### src/rtl/fft_serializer_pkg.sv
// Shared types and defaults for the FFT output serializer.
// Legacy frame timing defaults and the channel-index width helper live here.
package fft_serializer_pkg;

   typedef enum logic {
      SER_IDLE   = 1'b0,
      SER_STREAM = 1'b1
   } ser_state_t;

   localparam int unsigned SER_DEF_FRAME_LEN = 42;
   localparam int unsigned SER_DEF_CAP_SLOT  = 24;

   // Width of the channel index bus (SerChIdxBus); never narrower than one bit.
   function automatic int unsigned ser_ch_idx_w(input int unsigned num_ch);
      return (num_ch < 2) ? 1 : $clog2(num_ch);
   endfunction

endpackage

### src/rtl/ser_frame_counter.sv
// Free-running modulo-FRAME_LEN frame counter with a strobe on the capture slot.
// Never stalls; only reset returns it to zero.
module ser_frame_counter
   import fft_serializer_pkg::*;
#(
   parameter int unsigned FRAME_LEN = SER_DEF_FRAME_LEN,
   parameter int unsigned CAP_SLOT  = SER_DEF_CAP_SLOT
)(
   input  logic i_clk,
   input  logic i_rst_n,
   output logic o_slot_hit
);

   localparam int unsigned CNT_W = $clog2(FRAME_LEN);

   logic [CNT_W-1:0] r_cnt;

   always_ff @(posedge i_clk or negedge i_rst_n) begin
      if (!i_rst_n) begin
         r_cnt <= '0;
      end else if (r_cnt == CNT_W'(FRAME_LEN - 1)) begin
         r_cnt <= '0;
      end else begin
         r_cnt <= r_cnt + 1'b1;
      end
   end

   assign o_slot_hit = (r_cnt == CNT_W'(CAP_SLOT));

endmodule

### src/rtl/fft_serializer.sv
// Parallel-to-serial output stage: captures NUM_CH samples into a shadow register
// and streams them channel 0..NUM_CH-1 with valid/ready flow control.
module fft_serializer
   import fft_serializer_pkg::*;
#(
   parameter int unsigned DATA_W    = 32,
   parameter int unsigned NUM_CH    = 16,
   parameter int unsigned FREE_RUN  = 0,
   parameter int unsigned FRAME_LEN = SER_DEF_FRAME_LEN,
   parameter int unsigned CAP_SLOT  = SER_DEF_CAP_SLOT
)(
   input  logic                     clk,
   input  logic                     rst_n,
   input  logic [NUM_CH*DATA_W-1:0] din,
   input  logic                     din_valid,
   output logic                     din_ready,
   output logic [DATA_W-1:0]        dout,
   output logic                     dout_valid,
   input  logic                     dout_ready,
   output logic                     dout_first,
   output logic                     dout_last,
   output logic                     overrun
);

   localparam int unsigned     CH_W     = ser_ch_idx_w(NUM_CH);
   localparam logic [CH_W-1:0] LAST_IDX = CH_W'(NUM_CH - 1);

   ser_state_t        r_state;
   logic [CH_W-1:0]   r_ch_idx;
   logic [DATA_W-1:0] r_shadow [NUM_CH];
   logic [DATA_W-1:0] r_dout;
   logic              r_valid;
   logic              r_overrun;
   logic              r_rdy_en;

   logic              w_cap_req;
   logic              w_beat;
   logic              w_last;
   logic              w_din_ready;
   logic              w_capture;
   logic [CH_W-1:0]   w_ch_nxt;

   generate
      if (FREE_RUN != 0) begin : g_free_run
         logic w_slot_hit;
         ser_frame_counter #(
            .FRAME_LEN (FRAME_LEN),
            .CAP_SLOT  (CAP_SLOT)
         ) u_frame_counter (
            .i_clk      (clk),
            .i_rst_n    (rst_n),
            .o_slot_hit (w_slot_hit)
         );
         assign w_cap_req = w_slot_hit;
      end else begin : g_triggered
         assign w_cap_req = din_valid;
      end
   endgenerate

   assign w_beat   = r_valid && dout_ready;
   assign w_last   = (r_ch_idx == LAST_IDX);
   assign w_ch_nxt = r_ch_idx + 1'b1;
   // r_rdy_en keeps din_ready low until the first clock after reset release.
   assign w_din_ready = r_rdy_en && ((r_state == SER_IDLE) || (w_beat && w_last));
   assign w_capture   = w_cap_req && w_din_ready;

   always_ff @(posedge clk or negedge rst_n) begin
      if (!rst_n) begin
         r_state   <= SER_IDLE;
         r_ch_idx  <= '0;
         r_dout    <= '0;
         r_valid   <= 1'b0;
         r_overrun <= 1'b0;
         r_rdy_en  <= 1'b0;
         for (int unsigned k = 0; k < NUM_CH; k++) begin
            r_shadow[k] <= '0;
         end
      end else begin
         r_rdy_en <= 1'b1;
         if (w_cap_req && !w_din_ready) begin
            r_overrun <= 1'b1;
         end
         if (w_capture) begin
            for (int unsigned k = 0; k < NUM_CH; k++) begin
               r_shadow[k] <= din[k*DATA_W +: DATA_W];
            end
            r_dout   <= din[DATA_W-1:0];
            r_ch_idx <= '0;
            r_valid  <= 1'b1;
            r_state  <= SER_STREAM;
         end else if ((r_state == SER_STREAM) && w_beat) begin
            if (w_last) begin
               r_state  <= SER_IDLE;
               r_valid  <= 1'b0;
               r_ch_idx <= '0;
               r_dout   <= '0;
            end else begin
               r_ch_idx <= w_ch_nxt;
               r_dout   <= r_shadow[w_ch_nxt];
            end
         end
      end
   end

   assign din_ready  = w_din_ready;
   assign dout       = r_dout;
   assign dout_valid = r_valid;
   assign dout_first = r_valid && (r_ch_idx == '0);
   assign dout_last  = r_valid && w_last;
   assign overrun    = r_overrun;

endmodule

### config.mk
export PLATFORM = sky130hd
export DESIGN_NAME = fft_serializer
export DESIGN_NICKNAME = d
export VERILOG_FILES = /design/src/rtl/fft_serializer_pkg.sv /design/src/rtl/ser_frame_counter.sv /design/src/rtl/fft_serializer.sv
export SDC_FILE = /design/constraint.sdc
export NUM_CORES = 1
export LEC_CHECK = 0
export ABC_CLOCK_PERIOD_IN_PS = 9600
export CORE_MARGIN = 5
export CORE_UTILIZATION = 45
export CTS_CLUSTER_SIZE = 10
export DETAILED_ROUTE_END_ITERATION = 8
export GPL_TIMING_DRIVEN = 0
export PLACE_DENSITY = 0.71
export SYNTH_ARGS = -nofsm -noshare
export SYNTH_HDL_FRONTEND = slang
export SYNTH_HIERARCHICAL = 1
export SYNTH_SLANG_ARGS = --single-unit
export TNS_END_PERCENT = 20
### constraint.sdc
create_clock -name clk -period 9.6 [get_ports clk]
set_input_delay 1.92 -clock clk [delete_from_list [all_inputs] [get_ports clk]]
set_output_delay 1.92 -clock clk [all_outputs]
set_load 0.02 [all_outputs]
# Yosys cells after proc, flatten, opt, wreduce, memory -nomap -nowiden
# Index checks and enable logic that the tools add are counted.
[totals]
in_bits = 516
out_inout_bits = 37
ram_bits = 0
ff_bits = 551
memories = 0
latchBits = 0
romBits = 0
word_cells = 52
[classes]
reduce_logical = 14
add_sub_neg = 1
bitwise = 2
shifts = 0
n_mul = 0
div = 0
n_lt_le_gt_ge = 1
n_mux = 12
eq_ne = 1
[op_table]
columns = ["operator", "n"]
rows = [
  ["32-bit 2-to-1 mux", 5],
  ["32-bit binary-select mux with 4-bit select", 1],
  ["4-bit 2-to-1 mux", 3],
  ["1-bit logical AND", 8],
  ["5-bit >= comparator (second input constant)", 1],
  ["4-bit NOT with 5-bit output", 1],
  ["4-bit by 1-bit adder with 4-bit output (second input constant)", 1],
  ["4-bit == test (second input constant)", 1],
  ["4-bit logical NOT", 1],
  ["2-bit nonzero test", 2],
  ["1-bit 2-to-1 mux", 3],
  ["2-bit AND reduction", 1],
  ["1-bit logical NOT", 1],
  ["1-bit logical OR", 1],
  ["1-bit NOT", 1],
]

# Logic depth before layout (Yosys ltp)
[depth]
ltp_word = 8
mapped_depth = 11

# Least setup slack after synthesis
# OpenSTA, ideal clock, no wires.
[synth_path]
kind = "in2out"
startpoint = "input port dout_ready"
endpoint = "output port din_ready"
arrival_time_ns = 2.244
cell_stages = 4
required_time_ns = 7.680
path_slack_ns = 5.436
path_cell_list = "nand2_1 -> nand2_1 -> nand2_1 -> inv_1"
[synth_between]
elab_chain_cells = 4
[synth_lines]
columns = ["element", "line_no", "rtl"]
rows = [
  ["from (decl)", "fft_serializer.sv:19", "input logic dout_ready,"],
  ["1-bit logical AND", "fft_serializer.sv:60", "assign w_beat = r_valid && dout_ready;"],
  ["1-bit logical AND", "fft_serializer.sv:64", "assign w_din_ready = r_rdy_en && ((r_state == SER_IDLE) || (w_beat && w_last));"],
  ["1-bit logical OR", "fft_serializer.sv:64", ""],
  ["1-bit logical AND", "fft_serializer.sv:64", ""],
  ["to (decl)", "fft_serializer.sv:16", "output logic din_ready,"],
]
# Every way passes these cells.

# Worst setup path after layout
# Same ends and word-level chain as after synthesis.

==> impl_metrics.toml <==
[global_routing]
grt_pass1_wl_um = 117000
overflow = 0
antenna_found_initial = 41
grt_max_degree = 127
gr-usage-all-layers_pct = 26.7
grt_pass1_vias = 17763

[worst_setup_path]
slowest_stage = "clkdlybuf4s50_1"
required_ps = 7680
cp.arrival_ps = 3430
crit_fanout = 3
critPathLaunch = "dout_ready"
end_kind = "primary output"
max_stage_delay_ps = 600
r2r_start = "r_ch_idx[0]$_DFFE_PN0P_"
worstSetupStartpointType = "input pin"
regToRegSetupSlack_ps = 5130
crit_top_cell = "nand2_1"
path_cells = "clkdlybuf4s50_1 -> nand2_1 -> nand2_1 -> nand2_1 -> inv_1 -> clkdlybuf4s50_1"
crit_type = "input pin to primary output"

[cts]
cts_max_level = 3
clock_latency_ps = 590
cts_buffers = 67
cts_tree = "built"
clk_pin_slew_ps = 50
hold_buffers = 0
cts_setup_buffers = 0
cts_resized = 0
cts.path.max_buffers = 3
root_buffer = "clkbuf_16"
cts_sinks = 551

[timing]
min_period_over_period_pct = 55.8
holdWs_ps = 473
max_freq_ghz = 0.187
grt_setup_unrepaired = "no"
worstMarginPinSlew_ps = 1000
setup_viol = 0
fin_crit_ps = 5350
slew_viol_final = 0
finalHoldViolations = 0
fin_skew_ps = 17.2
relSlewSlack_pct = 33.1

[worst_hold_path]
min_from = "overrun$_DFFE_PN0P_"
hp-class = "register to register"

[synth]
ys_types = 28
ys_seq_area_share_pct = 56.7
yosysTopAreaCell = "dfrtp_1"
yosysMostFrequentCell = "dfrtp_1"
synth_cells = 1456
synth.ff_latch_count = 551
synth_common_cells = "551 x dfrtp_1, 520 x mux2_2, 128 x mux4_2"
synthTopCellsByArea = "dfrtp_1 57%, mux2_2 24%, mux4_2 12%"
syn_avg_cell_area_um2 = 16.7
netlist.area_leader.share_pct = 56.7
ys_async_sr_fraction_pct = 100
synth_area_um2 = 24300
synth_warnings = 6
synthesis.nets = 1974
synth_edf_count = 0
synthFlopType = "dfrtp_1"

[floorplanning]
die_w_um = 242
start_util_pct = 45.2
fp.dieH_um = 242
io_pins = 553
core-area_um2 = 53700
rows = 85
die_area_um2 = 58700

[flow_run]
maxCapViolations = 0

[layout]
area_delta_synth_final_pct = 34.7
fin_nets = 2599
drive_gt1_share_pct = 38.4

[route]
first_pass_iters = 8
route.detailed.drc = 0
viasPerCell = 5.59
drt_iter0_markers = 974
vias = 15789
drt-total-wl_um = 78900
detail_route.wl_per_cell_um = 27.9
drtAntennaViolNets = 0

[placed_design]
port_buffers = 552
dpl.hpwl_um = 60800
gp_congestion = 0.859

[power]
cellLeakagePower_nw = 13.8
power_density_nw_per_um2 = 321
vdd.ir_drop.worst_mv = 0.169
p_total_w = 0.0105

[outcome]
status = "finished clean"
## layout make-up
type                    count  area, um^2
inverters                   3        11.3
clock buffers              86        1820
diodes                     28        70.1
flip-flops and latches    551       13800
fillers                  4126       21000
multi-input cells         796        9990
well taps                 696         871
repair buffers            556        5640
plain buffers             106         513
clock inverters             5        32.5
## final timing paths
path,to,cells past startpoint
setup / recovery,din_ready,6
hold / removal,overrun$_DFFE_PN0P_,1
setup reg to reg,dout[17]$_DFFE_PN0P_,11
hold reg to reg,overrun$_DFFE_PN0P_,1
max in group asynchronous,r_shadow[376]$_DFFE_PN0P_,2
min in group asynchronous,r_shadow[10]$_DFFE_PN0P_,1
## per-stage QoR
stage / setup slack (ps) / TNS, ps / cells / cell area [um^2] / util [%]
5_1_grt: 4150 / 0 / 2819 / 32700 / 60.9
2_1_floorplan: 5440 / 0 / 1456 / 24300 / -
3_3_place_gp: -17810 / -9772310 / 2704 / 30700 / 57.2
3_5_place_dp: 4240 / 0 / 2708 / 30800 / 57.4
6_report: 4250 / 0 / 2827 / 32700 / 60.9
4_1_cts: 4240 / 0 / 2799 / 32700 / 60.8
## flip-flops by register name (all words and copies together) (netlist names)
signal and cells:
dout 32, dout_valid 1, overrun 1, r_ch_idx 4, r_rdy_en 1, r_shadow 512
## cells by family (layout without fill, tap and decap cells)
kind of cell / count (synthesis) / in the layout / synth area share [%]
other: 1 / 29 / 0.0154
AOI/OAI and AO/OA: 68 / 68 / 2.10
adders and majority gates: 2 / 2 / 0.103
xor gates and xnor gates: 3 / 3 / 0.108
buffers and inverters: 109 / 756 / 2.16
muxes: 705 / 705 / 38.4
and+or+nand+nor: 17 / 17 / 0.340
DFF: 551 / 551 / 56.7
## where the power goes
group	total, W	switching (W)	leakage (nW)	internal [W]
registers	0.00403	0.000587	6.77	0.00344
clock network	0.00224	0.000932	0.909	0.00131
logic	0.00423	0.00183	6.09	0.00241
## cells in the final DEF, fill, tap and decap left out, types with 3 or more instances in the layout
master | Yosys | routed
clkinv_2 | 0 | 3
o21ai_1 | 31 | 31
clkdlybuf4s50_1 | 0 | 551
diode_2 | 0 | 28
buf_2 | 74 | 74
mux2i_1 | 32 | 32
inv_1 | 3 | 3
mux4_2 | 128 | 128
nand2_1 | 8 | 8
clkbuf_1 | 25 | 39
a222oi_1 | 32 | 32
clkbuf_8 | 0 | 3
buf_16 | 0 | 4
buf_1 | 4 | 4
mux2_2 | 520 | 520
mux2_1 | 25 | 25
clkbuf_16 | 0 | 69
dfrtp_1 | 551 | 551
buf_6 | 3 | 3
## per-layer routing
metal	share of wire [%]	vias to the layer above	GRT usage (%)	wire length, um
met5	0.22	-	0	177
met4	2.6	28	8.79	2070
met3	7.6	145	8.65	5990
met2	50	530	44.1	39500
met1	39	8292	33.6	31200
li1	-	6794	-	-
## worst max-delay path, delay by kind of cell
family | cells | cell delay, ps
buf+inv | 3 | 1190
simple gates | 3 | 310
Power figures use the tool's default switching activity.
